$ cat src/rtl/dmem_arb_pkg.sv
// dmem_arb_pkg: shared types for the data memory arbiter.
// Holds the FSM state encoding and default widths.
package dmem_arb_pkg;

  localparam int XLEN_D   = 64;
  localparam int LEN_W_D  = 6;
  localparam int STARVE_D = 4;

  typedef enum logic [2:0] {
    IDLE   = 3'd0,
    S_REQ  = 3'd1,
    S_RSP  = 3'd2,
    S_DONE = 3'd3,
    V_REQ  = 3'd4,
    V_RSP  = 3'd5
  } state_t;

endpackage

$ cat src/rtl/dmem_arbiter_if.sv
// dmem_arbiter_if: one-outstanding req/gnt/rvalid memory bus.
// master drives req/we/addr/wdata; slave drives gnt/rvalid/rdata.
interface dmem_arbiter_if
  import dmem_arb_pkg::*;
#(
  parameter int XLEN = XLEN_D
);

  logic            m_req;
  logic            m_we;
  logic [XLEN-1:0] m_addr;
  logic [XLEN-1:0] m_wdata;
  logic            m_gnt;
  logic            m_rvalid;
  logic [XLEN-1:0] m_rdata;

  modport master (
    output m_req, m_we, m_addr, m_wdata,
    input  m_gnt, m_rvalid, m_rdata
  );

  modport slave (
    input  m_req, m_we, m_addr, m_wdata,
    output m_gnt, m_rvalid, m_rdata
  );

endinterface

$ cat src/rtl/dmem_vec_agu.sv
// dmem_vec_agu: strided burst address generator.
// Ports: load latches base/stride/len/we; step advances one element; busy while elements remain; last on the final element.
module dmem_vec_agu
  import dmem_arb_pkg::*;
#(
  parameter int XLEN  = XLEN_D,
  parameter int LEN_W = LEN_W_D
) (
  input  logic             clk,
  input  logic             rst,
  input  logic             load,
  input  logic             step,
  input  logic             we_in,
  input  logic [XLEN-1:0]  base,
  input  logic [XLEN-1:0]  stride,
  input  logic [LEN_W-1:0] len,
  output logic [XLEN-1:0]  addr,
  output logic             we,
  output logic             busy,
  output logic             last
);

  logic [XLEN-1:0]  stride_q;
  logic [LEN_W-1:0] rem;

  always_ff @(posedge clk) begin
    if (rst) begin
      addr     <= '0;
      stride_q <= '0;
      rem      <= '0;
      we       <= 1'b0;
    end else if (load) begin
      addr     <= base;
      stride_q <= stride;
      rem      <= len;
      we       <= we_in;
    end else if (step) begin
      addr <= addr + stride_q;
      rem  <= rem - LEN_W'(1);
    end
  end

  // zero remaining means no burst: a len==0 burst never looks busy
  assign busy = |rem;
  assign last = (rem == LEN_W'(1));

endmodule

$ cat src/rtl/dmem_arbiter.sv
// dmem_arbiter: shares the data memory between scalar MEM stage and vector LSU.
// Ports: clk/rst; scalar s_*; vector v_*; memory bus mem (master).
module dmem_arbiter
  import dmem_arb_pkg::*;
#(
  parameter int XLEN       = XLEN_D,
  parameter int LEN_W      = LEN_W_D,
  parameter int STARVE_LIM = STARVE_D
) (
  input  logic             clk,
  input  logic             rst,
  input  logic             s_rd,
  input  logic             s_wr,
  input  logic [XLEN-1:0]  s_addr,
  input  logic [XLEN-1:0]  s_wdata,
  output logic [XLEN-1:0]  s_rdata,
  output logic             s_stall,
  input  logic             v_req,
  output logic             v_ack,
  input  logic             v_we,
  input  logic [XLEN-1:0]  v_base,
  input  logic [XLEN-1:0]  v_stride,
  input  logic [LEN_W-1:0] v_len,
  input  logic [XLEN-1:0]  v_wdata,
  output logic             v_wpop,
  output logic [XLEN-1:0]  v_rdata,
  output logic             v_rvalid,
  output logic             v_busy,
  output logic             v_done,
  dmem_arbiter_if.master   mem
);

  localparam int SW = $clog2(STARVE_LIM + 1);

  state_t          state, nxt;
  logic [SW-1:0]   streak;
  logic            s_pend, v_pend;
  logic            acc, step, cap;
  logic            st_inc, st_clr;
  logic            agu_we, agu_last;
  logic [XLEN-1:0] agu_addr;
  logic            m_req, m_we;
  logic [XLEN-1:0] m_addr, m_wdata;

  dmem_vec_agu #(
    .XLEN  (XLEN),
    .LEN_W (LEN_W)
  ) u_agu (
    .clk    (clk),
    .rst    (rst),
    .load   (acc),
    .step   (step),
    .we_in  (v_we),
    .base   (v_base),
    .stride (v_stride),
    .len    (v_len),
    .addr   (agu_addr),
    .we     (agu_we),
    .busy   (v_busy),
    .last   (agu_last)
  );

  assign s_pend  = s_rd | s_wr;
  assign v_pend  = v_busy | v_req;
  assign s_stall = s_pend & (state != S_DONE);

  always_ff @(posedge clk) begin
    if (rst) begin
      state   <= IDLE;
      streak  <= '0;
      s_rdata <= '0;
      v_done  <= 1'b0;
    end else begin
      state  <= nxt;
      v_done <= (step & agu_last) |
                (acc & (v_len == '0));
      if (st_clr) streak <= '0;
      else if (st_inc) streak <= streak + SW'(1);
      if (cap) s_rdata <= mem.m_rdata;
    end
  end

  always_comb begin
    nxt      = state;
    m_req    = 1'b0;
    m_we     = 1'b0;
    m_addr   = '0;
    m_wdata  = '0;
    v_ack    = 1'b0;
    v_wpop   = 1'b0;
    v_rvalid = 1'b0;
    acc      = 1'b0;
    step     = 1'b0;
    cap      = 1'b0;
    st_inc   = 1'b0;
    st_clr   = 1'b0;
    unique case (state)
      IDLE: begin
        if (s_pend &&
            (!v_pend || streak < SW'(STARVE_LIM))) begin
          nxt    = S_REQ;
          st_inc = v_pend;
        end else if (v_busy) begin
          nxt    = V_REQ;
          st_clr = 1'b1;
        end else if (v_req && !v_done) begin
          // blocked in the v_done cycle so bursts never overlap
          acc   = 1'b1;
          v_ack = 1'b1;
        end
      end
      S_REQ: begin
        m_req   = 1'b1;
        m_addr  = s_addr;
        m_we    = s_wr;
        m_wdata = s_wdata;
        if (mem.m_gnt) nxt = s_wr ? S_DONE : S_RSP;
      end
      S_RSP: begin
        if (mem.m_rvalid) begin
          cap = 1'b1;
          nxt = S_DONE;
        end
      end
      S_DONE: nxt = IDLE;
      V_REQ: begin
        m_req   = 1'b1;
        m_addr  = agu_addr;
        m_we    = agu_we;
        m_wdata = v_wdata;
        if (mem.m_gnt) begin
          if (agu_we) begin
            v_wpop = 1'b1;
            step   = 1'b1;
            nxt    = IDLE;
          end else begin
            nxt = V_RSP;
          end
        end
      end
      V_RSP: begin
        if (mem.m_rvalid) begin
          v_rvalid = 1'b1;
          step     = 1'b1;
          nxt      = IDLE;
        end
      end
      default: nxt = IDLE;
    endcase
  end

  assign v_rdata     = v_rvalid ? mem.m_rdata : '0;
  assign mem.m_req   = m_req;
  assign mem.m_we    = m_we;
  assign mem.m_addr  = m_addr;
  assign mem.m_wdata = m_wdata;

endmodule

$ cat src/flat_wrapper.sv
// flat-port wrapper written by rule: the top's interface ports become plain ports
module dmem_arbiter_flat import dmem_arb_pkg::*;
#(
  parameter int XLEN       = XLEN_D,
  parameter int LEN_W      = LEN_W_D,
  parameter int STARVE_LIM = STARVE_D
)
  (clk, rst, s_rd, s_wr, s_addr, s_wdata, s_rdata, s_stall, v_req, v_ack, v_we, v_base, v_stride, v_len, v_wdata, v_wpop, v_rdata, v_rvalid, v_busy, v_done, mem_m_req, mem_m_we, mem_m_addr, mem_m_wdata, mem_m_gnt, mem_m_rvalid, mem_m_rdata);
  dmem_arbiter_if #(.XLEN(XLEN)) mem_i ();
  input  logic clk;
  input  logic rst;
  input  logic s_rd;
  input  logic s_wr;
  input  logic [XLEN-1:0] s_addr;
  input  logic [XLEN-1:0] s_wdata;
  output logic [XLEN-1:0] s_rdata;
  output logic s_stall;
  input  logic v_req;
  output logic v_ack;
  input  logic v_we;
  input  logic [XLEN-1:0] v_base;
  input  logic [XLEN-1:0] v_stride;
  input  logic [LEN_W-1:0] v_len;
  input  logic [XLEN-1:0] v_wdata;
  output logic v_wpop;
  output logic [XLEN-1:0] v_rdata;
  output logic v_rvalid;
  output logic v_busy;
  output logic v_done;
  output wire logic [$bits(mem_i.m_req)-1:0] mem_m_req;
  output wire logic [$bits(mem_i.m_we)-1:0] mem_m_we;
  output wire logic [$bits(mem_i.m_addr)-1:0] mem_m_addr;
  output wire logic [$bits(mem_i.m_wdata)-1:0] mem_m_wdata;
  input wire logic [$bits(mem_i.m_gnt)-1:0] mem_m_gnt;
  input wire logic [$bits(mem_i.m_rvalid)-1:0] mem_m_rvalid;
  input wire logic [$bits(mem_i.m_rdata)-1:0] mem_m_rdata;
  assign mem_m_req = mem_i.m_req;
  assign mem_m_we = mem_i.m_we;
  assign mem_m_addr = mem_i.m_addr;
  assign mem_m_wdata = mem_i.m_wdata;
  assign mem_i.m_gnt = mem_m_gnt;
  assign mem_i.m_rvalid = mem_m_rvalid;
  assign mem_i.m_rdata = mem_m_rdata;
  dmem_arbiter #(.XLEN(XLEN), .LEN_W(LEN_W), .STARVE_LIM(STARVE_LIM)) u_core (.clk(clk), .rst(rst), .s_rd(s_rd), .s_wr(s_wr), .s_addr(s_addr), .s_wdata(s_wdata), .s_rdata(s_rdata), .s_stall(s_stall), .v_req(v_req), .v_ack(v_ack), .v_we(v_we), .v_base(v_base), .v_stride(v_stride), .v_len(v_len), .v_wdata(v_wdata), .v_wpop(v_wpop), .v_rdata(v_rdata), .v_rvalid(v_rvalid), .v_busy(v_busy), .v_done(v_done), .mem(mem_i));
endmodule
$ cat config.mk
export PLATFORM = sky130hd
export DESIGN_NAME = dmem_arbiter_flat
export DESIGN_NICKNAME = d
export VERILOG_FILES = /design/src/rtl/dmem_arb_pkg.sv /design/src/rtl/dmem_arbiter_if.sv /design/src/rtl/dmem_vec_agu.sv /design/src/rtl/dmem_arbiter.sv /design/src/flat_wrapper.sv
export SDC_FILE = /design/constraint.sdc
export NUM_CORES = 1
export LEC_CHECK = 0
export BUFFER_PORTS_ARGS = -buffer_cell sky130_fd_sc_hd__buf_4
export CAP_MARGIN = 20
export CORE_AREA = 2 2 256 258
export CTS_BUF_LIST = sky130_fd_sc_hd__clkbuf_8
export CTS_CLUSTER_SIZE = 10
export DETAILED_ROUTE_END_ITERATION = 10
export DIE_AREA = 0 0 258 260
export PLACE_DENSITY = 0.45
export SYNTH_ARGS = -nofsm -noshare
export SYNTH_HDL_FRONTEND = slang
export SYNTH_SLANG_ARGS = --single-unit
$ cat constraint.sdc
create_clock -name clk -period 3.1 [get_ports clk]
set_clock_uncertainty 0.2 [all_clocks]
set_input_delay 0.62 -clock clk [delete_from_list [all_inputs] [get_ports clk]]
set_output_delay 0.62 -clock clk [all_outputs]
set_load 0.1 [all_outputs]
==> Word-level counts from Yosys, hierarchy flattened <==
Index checks and enable logic that the tools add are counted.
{ "classes": {"bitwise": 6, "reduce_logical": 12, "add_sub_neg": 3, "eq_ne": 11, "n_lt_le_gt_ge": 1, "n_mux": 34} }
{ "op_table": {"columns": ["operator", "n"], "rows": [
  ["$pmux W64 S2", 2],
  ["$mux W64", 3],
  ["$add A64 B64 Y64", 1],
  ["$mux W3", 7],
  ["$mux W1", 17],
  ["$pmux W3 S5", 1],
  ["$mux W6", 2],
  ["$ne A2 B2 Y1 const B", 4],
  ["$eq A3 B3 Y1 const B", 2],
  ["$eq A6 B1 Y1 const B", 1],
  ["$logic_not A6 Y1", 1],
  ["$reduce_or A6 Y1", 1],
  ["$sub A6 B1 Y6 const B", 1],
  ["$reduce_and A5 Y1", 1],
  ["$pmux W1 S2", 2],
  ["$reduce_or A2 Y1", 2],
  ["$add A3 B1 Y3 const B", 1],
  ["$and A1 B1 Y1", 3],
  ["$eq A3 B1 Y1 const B", 1],
  ["$eq A3 B2 Y1 const B", 1],
  ["$logic_not A3 Y1", 1],
  ["$lt A3 B3 Y1 const B", 1],
  ["$ne A3 B1 Y1 const B", 1],
  ["$ne A3 B2 Y1 const B", 1],
  ["other kinds (5)", 9]
]} }
{ "word_totals": {"regBits": 206} }

==> Depth between registers and ports, before layout <==
Gate-level depths: netlist of the first run.
{ "logic_depth": {"ltp_word": 9, "mapped_depth": 12} }

==> By module <==
Synthesis of the first run repeated with hierarchy kept, for this count alone.
{ "hier_totals": {"hier_cells": 1769, "hier_area_um2": 13925.9} }
{ "by_module_without_submodules": {"columns": ["module", "instances", "cells_each", "area_each_um2"], "rows": [
  ["dmem_vec_agu", 1, 1198, 9457.8],
  ["dmem_arbiter", 1, 571, 4468.0]
]} }

==> Worst setup path before layout of the first run <==
OpenSTA, ideal clock, no wires.
{ "synth_timing": {"kind": "register to output", "from": "reg u_core.state[0]", "to": "out v_rdata[54]", "setup_slack_ns": -0.406, "path_stages_with_launch": 6, "t_required_ns": 2.280, "t_arrival_ns": 2.686, "cell_sequence": "dfxtp_1 -> buf_2 -> nor2b_1 -> and3_1 -> clkbuf_1 -> and2_1"} }
{ "synth_via": {"elab_chain_len": 3} }
{ "synth_rtl": {"columns": ["element", "line_no", "source"], "rows": [
  ["start, declared", "dmem_arbiter.sv:35", "state_t state, nxt;"],
  ["start signal, assigned", "dmem_arbiter.sv:74", "state <= nxt;"],
  ["$eq A3 B3 Y1", "dmem_arbiter.sv:97", "unique case (state)"],
  ["$mux W1", "dmem_arbiter.sv:97", null],
  ["named net v_rvalid", "flat_wrapper.sv:27", "output logic v_rvalid;"],
  ["$mux W64", "dmem_arbiter.sv:152", "assign v_rdata = v_rvalid ? mem.m_rdata : '0;"],
  ["end, declared", "flat_wrapper.sv:26", "output logic [XLEN-1:0] v_rdata;"]
]} }
The timed path passes the listed nets, and every way through them passes these cells.

==> Final worst setup path of the first run <==
{ "layout_timing": {"from": "reg u_core.state[0]", "to": "out mem_m_wdata[5]"} }
{ "layout_via": {"elab_chain_len": 2, "elab_cells_between_ends": 3, "cone_classes": "2 x eq/ne; 1 x mux"} }
{ "layout_rtl": {"columns": ["element", "line_no", "source"], "rows": [
  ["$eq A3 B3 Y1 / $eq A3 B1 Y1 (equally long branches)", "dmem_arbiter.sv:97", null],
  ["$pmux W64 S2 *", "dmem_arbiter.sv:97", null],
  ["end, declared", "flat_wrapper.sv:33", "output wire logic [$bits(mem_i.m_wdata)-1:0] mem_m_wdata;"]
]} }
Every way passes the cells marked *; elsewhere a longest branch is shown, timed or not.

==> results of run 1 <==
==> power breakdown <==
part | internal (mW) | total (mW) | switching, mW
Combinational | 6.44 | 16.4 | 9.92
Sequential | 2.96 | 3.25 | 0.293
Clock | 1.71 | 3.08 | 1.37
==> cell families after synthesis <==
kind of cell | Yosys count | synth area share (%)
compound gates | 625 | 31.8
flops | 206 | 31.0
simple gates | 657 | 21.7
mux | 4 | 0.301
buf+inv | 163 | 4.90
fa+ha+maj | 68 | 6.45
xor+xnor | 60 | 3.95
==> stage by stage <==
stage                     hold WS [ps]  cells  util (%)  cell area (sq um)
after floorplan                    241   1783         -              13300
after global placement             244   3271      30.9              19800
after detailed placement           248   3271      30.9              19800
after CTS                        0.392   3391      35.8              22900
after global routing              23.2   3427      39.4              25300
final                             59.1   3428      39.4              25300
==> worst min-delay path by stage <==
stage	endpoint	cells after the start	slack, ps	startpoint
2_1_floorplan	u_core.u_agu.stride_q[0]	2	240	u_core.u_agu.stride_q[0]
3_3_place_gp	u_core.s_rdata[36]	2	240	u_core.s_rdata[36]
3_5_place_dp	u_core.s_rdata[36]	2	250	u_core.s_rdata[36]
4_1_cts	u_core.u_agu.stride_q[8]	3	0.4	v_stride[8]
5_1_grt	u_core.s_rdata[55]	3	20	mem_m_rdata[55]
6_report	u_core.u_agu.stride_q[1]	3	60	v_stride[1]
==> layer usage <==
metal | wire [um] | vias to the layer above | share of wire (%) | global-route usage [%]
li1 | - | 7908 | - | -
met1 | 31300 | 7951 | 42 | 25.2
met2 | 37400 | 517 | 50 | 35.3
met3 | 4640 | 89 | 6.2 | 4.87
met4 | 1360 | 8 | 1.8 | 5.04
met5 | 54 | - | 0.072 | 0
==> area by class of cell <==
type | count | area [sq um]
repair buffers | 853 | 8990
fillers | 6429 | 38800
diodes | 3 | 7.51
clock buffers | 53 | 729
clock inverters | 21 | 153
inverters | 23 | 98.8
multi-input cells | 1414 | 10100
flip-flops and latches | 206 | 4150
well taps | 855 | 1070
==> flip-flops by register name, indices dropped and copies added (netlist names) <==
register,count
u_core.u_agu.addr,64
u_core.state,3
u_core.v_done,1
u_core.s_rdata,64
u_core.u_agu.we,1
u_core.u_agu.rem,6
u_core.streak,3
u_core.u_agu.stride_q,64
==> worst register-to-register path: stages (launching register included) <==
cell and delay [ps]:
dfxtp_2 330, ha_4 160, buf_6 110, fa_2 350, a21o_1 180, a31o_1 220, a21o_1 250, nand4_1 150
nand3_2 150, buf_6 170, a21oi_4 130, o21ai_2 80, a311oi_1 280, a41o_1 130, a21oi_1 70
==> timing repair <==
action	in CTS	in global routing
buffers inserted	19	26
endpoints found under the hold margin	18	0
pin swaps	34	137
setup endpoints to repair	229	194
cloned	9	11
hold buffers	18	0
resized for setup	384	334
==> cells in the final DEF, fill, tap and decap left out, types with 51 or more instances in the layout <==
cell type  instances
a21oi_1          227
buf_4            605
dfxtp_1          189
and2_1            65
nand2_1          371
nor2_1           106
buf_12           151
a22o_4           110
clkbuf_8          53
ha_1              51
==> synth_stat cells (9+ instances only) <==
master and instances:
a211oi_1 27, a21o_1 37, a21oi_1 239, a22o_1 129, a22oi_1 9, a311oi_1 20
and2_1 66, and3_1 10, buf_2 23, clkbuf_1 107, dfxtp_1 206, ha_1 67
inv_1 21, nand2_1 373, nand3_1 17, nand4_1 23, nor2_1 109, nor3_1 20
o21ai_0 31, o21ai_1 29, o21bai_1 18, o22ai_1 18, xnor2_1 38, xor2_1 22
==> impl_summary.txt, run 1 <==
----------------------------------------------------
[Run status]
  Status ... finished, violations left
  Failing checks ... negative setup slack

[Finish]
  Area growth, synth to finish ... 89.9%
  Layout net count ... approximately 3k
  Fraction of layout cells with a size suffix above 1 ... 44.2%

[STA]
  Worst slew slack as a fraction of its limit ... 38.7%
  Final critical delay including setup and external delays ... around 3200 ps
  Final hold violation count ... 0
  Final Setup Violations ... 18
  Setup ws final ... -94.6 ps
  Setup repair after global routing missed its margin ... true
  Slew Viols, Final ... 0
  Highest clock frequency the design can meet ... 313 MHz
  Fraction of the cycle the final worst path needs ... 103%
  Final TNS setup ... -758 ps
  Worst-margin pin slew ... between 900 and 1000 ps

[Setup path]
  Critical path cell sequence ... buf_4 > nor2b_4 > nor2b_4 > buf_12 > buf_12 > buf_12 > clkbuf_16 > a22o_4 > buf_12
  Largest delay contributor family on the critical path ... buffers and inverters
  Number of cell instances on the worst register-to-register path ... 14
  Worst Setup Start Kind ... flop
  Delay contributed by the slowest stage of the critical path ... ~360 ps
  Path length in cells of the critical path ... 9
  Buf+Inv Stages, Crit Path ... 6
  Reg2reg start ... u_core.u_agu.stride_q[0]
  Crit. End Element ... primary output
  Register-to-register setup slack ... 0 ps
  Req. time, crit path ... 2280 ps
  Endpoint of the lowest-slack register-to-register path ... u_core.u_agu.addr[34]
  Worst setup endpoint ... mem_m_wdata[5]
  Critical path class ... reg2out
  WP data arrival ... 2370 ps
  Most common cell on crit path ... buf_12
  Largest fanout of any net on the critical path ... 5
  Worst setup path startpoint ... u_core.state[0]
  Slowest library cell on the worst path ... dfxtp_4

[Yosys]
  Share of the yosys chip area belonging to registers ... 31.0%
  Unique cell type count in the Yosys netlist ... 79
  Total of flip-flops plus latches after synthesis ... 206
  Netlist area before placement ... 0.0133 sq mm
  Syn Nets ... ~2.2k
  Number of enable-type register cells in the synthesized netlist ... 0
  Library cell occupying the most area in the post-synthesis netlist ... dfxtp_1
  Number of warnings issued by yosys ... 0
  Average cell area after synthesis ... 7.47 sq um
  Post-synth top area share ... 31.0%
  Top FF cell, synth ... dfxtp_1
  Ranking of synthesized cells by area ... dfxtp_1 31%, nand2_1 11%, a21oi_1 9.0%, a22o_1 8.5%, ha_1 6.3%
  Count of mapped cells out of synthesis ... 1783
  Proportion of register bits with asynchronous set or reset after synthesis ... 0%

[CTS]
  Maximum clock insertion buffer count ... 3
  Clock edge transition at the registers on the reported setup and hold paths ... 50 ps
  CTS root buf ... clkbuf_8
  TritonCTS Sinks ... 206
  Number of buffers inserted during clock tree synthesis ... 44
  Clock tree from TritonCTS ... done
  H-Tree Depth ... 2
  Insertion delay of the later-clocked pin in the worst-skew pair ... 620 ps

[Detailed routing]
  Detailed-route wire length per cell ... 21.8 um
  Routed Antenna Nets ... 0
  DR pass1 iterations ... 5
  DR vias/cell ... 4.81
  DR vias ... 16.5k
  1st-iter DRT viols ... 826
  DRC violation count after routing ... 0
  Wire length reported by the detailed router ... between 70000 and 80000 um

[Power]
  Peak supply drop ... 0.743 mV
  Static leakage ... between 10 and 15 nW
  Post-layout power ... approximately 23 mW
  Power density of the placed cells ... 897 mW/mm^2

[Floorplanning]
  Std-Cell Rows ... 93
  Starting density of the core ... between 20% and 30%
  Die span in x ... 258 um
  Area of the die ... 0.0671 sq mm
  Die outline height ... 260 um
  Num ports ... around 660
  Floorplan Core Area ... 0.0641 sq mm

[Job]
  Maxcap violations ... 0

[GRT]
  GRT overflow ... 0
  Vias in the first global route ... roughly 17k
  Initial antenna violation count ... 7
  Pin count of the biggest net entering global routing ... 80
  Wire length of the first global-routing pass ... 105000 um
  Total global routing track utilization ... 20.3%

[Placed design]
  IO buf count ... 661
  Post-detail-place hpwl ... 53300 um
  Weighted congestion at the end of routability-driven global placement ... 0.878
  Setup slack after placement ... -235 ps

[Worst hold path]
  Kind of path behind the tightest hold check ... in2reg

----------------------------------------------------
No activity file was read; power rests on OpenSTA's default activity.
==> run 2: changes to the inputs <==
Settings changed: CORE_AREA 2 2 256 258 to 2 2 254 256, DIE_AREA 0 0 258 260 to 0 0 256 258, PLACE_DENSITY 0.45 to 0.47, SYNTH_HIERARCHICAL set to 1.
==> run 2 against run 1 <==
Against the previous run: the flow still finishes with violations (negative setup slack); sequential cell count unchanged; total power down 10%; worst hold slack worse by 5.0 ps; first-iteration DRC count up 20%; sequential share of layout area down 0.60 points; largest cell class unchanged; highest routed layer unchanged.
==> impl_summary.txt, run 2 <==
----------------------------------------------------
[STA]
  Highest clock frequency the design can meet ... 317 MHz (+1.4%)
  Fraction of the cycle the final worst path needs ... 102% (-1.4 points)
  Final hold violation count ... 0 (unchanged)
  Final critical delay including setup and external delays ... 3150 ps (-43.8 ps)
  Setup repair after global routing missed its margin ... true
  Worst-margin pin slew ... 744 ps (-166 ps)
  Worst slew slack as a fraction of its limit ... 50.4% (+12 points)
  WHS ... 54.0 ps (-5.05 ps)
  Slew Viols, Final ... 0 (unchanged)
  Setup ws final ... -50.8 ps (+43.8 ps)
  Final Setup Violations ... 6 (-12)
  Final TNS setup ... -161 ps (+597 ps)

[GRT]
  Total global routing track utilization ... 25.2% (+4.9 points)
  Initial antenna violation count ... 40 (+33)
  Wire length of the first global-routing pass ... 122000 um (+17%)
  GRT overflow ... 0 (unchanged)
  Vias in the first global route ... 17.2k (+3.6%)
  Pin count of the biggest net entering global routing ... 113 (+41%)

[Yosys]
  Average cell area after synthesis ... 7.87 sq um (+5.4%)
  Share of the yosys chip area belonging to registers ... 29.6% (-1.4 points)
  Library cell occupying the most area in the post-synthesis netlist ... dfxtp_1
  Ranking of synthesized cells by instance count ... 226 x nand2_1, 206 x dfxtp_1, 197 x a21oi_1
  Post-synth top area share ... 29.6% (-1.4 points)
  Netlist area before placement ... 0.0139 sq mm (+4.6%)
  Most common cell in the netlist ... nand2_1
  Number of enable-type register cells in the synthesized netlist ... 0 (unchanged)
  Proportion of register bits with asynchronous set or reset after synthesis ... 0% (unchanged)
  Unique cell type count in the Yosys netlist ... 82 (+3.8%)
  Top FF cell, synth ... dfxtp_1
  Total of flip-flops plus latches after synthesis ... 206 (unchanged)
  Count of mapped cells out of synthesis ... 1769 (-0.79%)
  Ranking of synthesized cells by area ... dfxtp_1 30%, a22o_1 8.1%, a21oi_1 7.1%, nand2_1 6.1%, mux2i_1 6.0%
  Syn Nets ... 2234 (-0.67%)
  Number of warnings issued by yosys ... 6 (+6)

[Setup path]
  Number of cell instances on the worst register-to-register path ... 15 (+1)
  Crit. End Element ... flop
  Critical path class ... reg2reg
  Register-to-register setup slack ... -50 ps (-50 ps)
  Reg2reg start ... u_core/u_agu/stride_q[17]
  Worst Setup Start Kind ... flop
  Req. time, crit path ... 3430 ps (+1150 ps)
  Endpoint of the lowest-slack register-to-register path ... u_core/u_agu/addr[54]
  WP data arrival ... 3480 ps (+1110 ps)
  Largest fanout of any net on the critical path ... 7 (+2)

[Power]
  Power density of the placed cells ... 774 mW/mm^2 (-14%)
  Static leakage ... 11.7 nW (+6.6%)
  Combinational Power Share ... 67.5% (-4.6 points)
  Part of the total power dissipated in sequential elements ... 15.9% (+1.6 points)
  Post-layout power ... 20.3 mW (-10%)
  Switching share of total power ... 50.7% (-0.34 points)
  Peak supply drop ... 0.628 mV (-15%)
  Reported net switching power ... 10.3 mW (-11%)
  Int Power ... 10.0 mW (-9.8%)
  Clock share of power ... 16.6% (+3.0 points)

[Placed design]
  IO buf count ... 661 (unchanged)
  Post-detail-place hpwl ... 66800 um (+25%)
  Weighted congestion at the end of routability-driven global placement ... 0.963 (+9.7%)

[CTS]
  Number of buffers inserted during clock tree synthesis ... 43 (-2.3%)
  Insertion delay of the later-clocked pin in the worst-skew pair ... 630 ps (about the same)
  Clock edge transition at the registers on the reported setup and hold paths ... 60 ps (about the same)
  Maximum clock insertion buffer count ... 3 (unchanged)
  TritonCTS Sinks ... 206 (unchanged)
  H-Tree Depth ... 2 (unchanged)
  Clock tree from TritonCTS ... done
  CTS root buf ... clkbuf_8

[Detailed routing]
  Routed Antenna Nets ... 0 (unchanged)
  DRC violation count after routing ... 0 (unchanged)
  Detailed-route wire length per cell ... 24.9 um (+14%)
  DR vias/cell ... 4.88 (+1.6%)
  1st-iter DRT viols ... 992 (+20%)
  Wire length reported by the detailed router ... 88400 um (+18%)
  DR vias ... 17.3k (+5.1%)
  DR pass1 iterations ... 5 (unchanged)

[Floorplanning]
  Die outline height ... 258 um (-0.77%)
  Die span in x ... 256 um (-0.78%)
  Area of the die ... 0.0660 sq mm (-1.5%)
  Floorplan Core Area ... 0.0636 sq mm (-0.73%)
  Starting density of the core ... 21.9% (+1.1 points)
  Std-Cell Rows ... 93 (unchanged)
  Num ports ... 662 (unchanged)

[Worst hold path]
  Kind of path behind the tightest hold check ... in2reg
  Number of cells on the worst hold path ... 3 (unchanged)
  Hold wc startpoint ... v_stride[10]
  Endpoint, Worst Hold ... u_core/u_agu/stride_q[10]

[Run status]
  Failing checks ... negative setup slack
  Status ... finished, violations left

[Finish]
  Most frequent cells in the layout ... 726 x buf_4, 223 x nand2_1, 187 x dfxtp_1
  Final core utilization ... 41.3% (+1.8 points)
  Fraction of layout cells with a size suffix above 1 ... 44.9% (+0.70 points)
  Registers with the most flip-flops ... u_core/s_rdata: 64 flops, u_core/u_agu/addr: 64 flops, u_core/u_agu/stride_q: 64 flops
  Filler instances ... 6384 (-0.70%)
  Layout net count ... 3113 (+3.5%)
  Most common cell after layout, fill and taps aside ... buf_4
  Area growth, synth to finish ... 88.6%

[Job]
  Maxcap violations ... 0 (unchanged)

----------------------------------------------------
-- run 2: cell count changes in the layout (fill, tap and decap cells not counted), moves of 13 or more --
cell / delta
a21oi_1: -44
o22ai_1: -13
o21ai_1: -14
a311oi_1: -18
nand2_1: -148
nor2_1: +42
buf_12: -31
dlygate4sd3_1: +30
a22o_1: +52
a22o_4: -52
nor3b_1: +13
nor2b_1: +20
buf_4: +121
mux2i_1: +79
-- run 2: final cells by class --
| cell class | instances | area, sq um | share of cell area [%] |
|---|---|---|---|
| Multi-Input combinational cell | 1395 | 10400 | 39.6 |
| Timing Repair Buffer | 968 | 9500 | 36.2 |
| Sequential cell | 206 | 4150 | 15.8 |
| Tap cell | 855 | 1070 | 4.07 |
| Clock buffer | 55 | 757 | 2.88 |
| Clock inverter | 21 | 215 | 0.819 |
| Inverter | 34 | 128 | 0.486 |
| Antenna cell | 13 | 32.5 | 0.124 |
-- run 2: per-layer routing --
layer,wire length [um],global-route usage [%]
met1,33800,27.6
met2,46400,48.1
met4,4170,9.96
met3,4060,4.14
met5,13,0
-- run 2: repair_timing --
item,CTS,global route
cloned,12,4
endpoints found under the hold margin,48,0
resized for setup,491,116
hold buffers,48,0
pin swaps,77,48
buffers inserted,31,13
endpoints found under the setup margin,185,137
-- run 2: how the worst max path moves through the flow --
stage                                   start               endpoint  slack [ps]  cells after the start
global placement         u_core/u_agu/addr[0]  u_core/u_agu/addr[36]        -650                     12
finish              u_core/u_agu/stride_q[17]  u_core/u_agu/addr[54]         -50                     15
CTS                      u_core/u_agu/addr[0]  u_core/u_agu/addr[56]        -130                     12
detailed placement       u_core/u_agu/addr[0]  u_core/u_agu/addr[36]        -660                     12
floorplan                 u_core/u_agu/rem[5]  u_core/u_agu/addr[10]          -3                      9
global route        u_core/u_agu/stride_q[17]  u_core/u_agu/addr[54]        -140                     15
-- run 2: cells by family after synthesis --
family | after synthesis | share of synthesized area [%]
simple gates | 625 | 21.5
compound gates | 565 | 27.9
flops | 206 | 29.6
buf+inv | 168 | 5.42
mux | 88 | 6.37
fa+ha+maj | 67 | 6.07
xor+xnor | 50 | 3.14
-- run 2: worst max-delay path, stage by stage (launching register included) --
cell and delay, ps:
dfxtp_2 330, ha_4 270, buf_6 90, buf_6 90, nand4_4 70, buf_4 170
buf_4 130, or3_4 400, nor3_4 140, o21ai_2 80, buf_4 170, a21oi_4 330
buf_6 150, o21ai_0 80, a211o_1 260, nor3_1 110
-- run 2: power by group through the flow --
| stage | Clock, mW | Sequential (mW) | Combinational [mW] |
|---|---|---|---|
| after global placement | 0 | 3.23 | 10.4 |
| final | 3.37 | 3.24 | 13.7 |
| after detailed placement | 0 | 3.25 | 10.4 |
| after floorplan | 0 | 3.68 | 7.26 |
| after global routing | 3.60 | 3.27 | 14.2 |
| after CTS | 3.49 | 3.22 | 13.3 |
-- run 2: metrics by stage --
stage / area, sq um / instances / setup slack, ps
3_5_place_dp: 21100 / 3355 / -660
4_1_cts: 25500 / 3522 / -135
2_1_floorplan: 14100 / 1769 / -3.25
5_1_grt: 26300 / 3543 / -140
3_3_place_gp: 21100 / 3355 / -646
6_report: 26300 / 3547 / -50.8
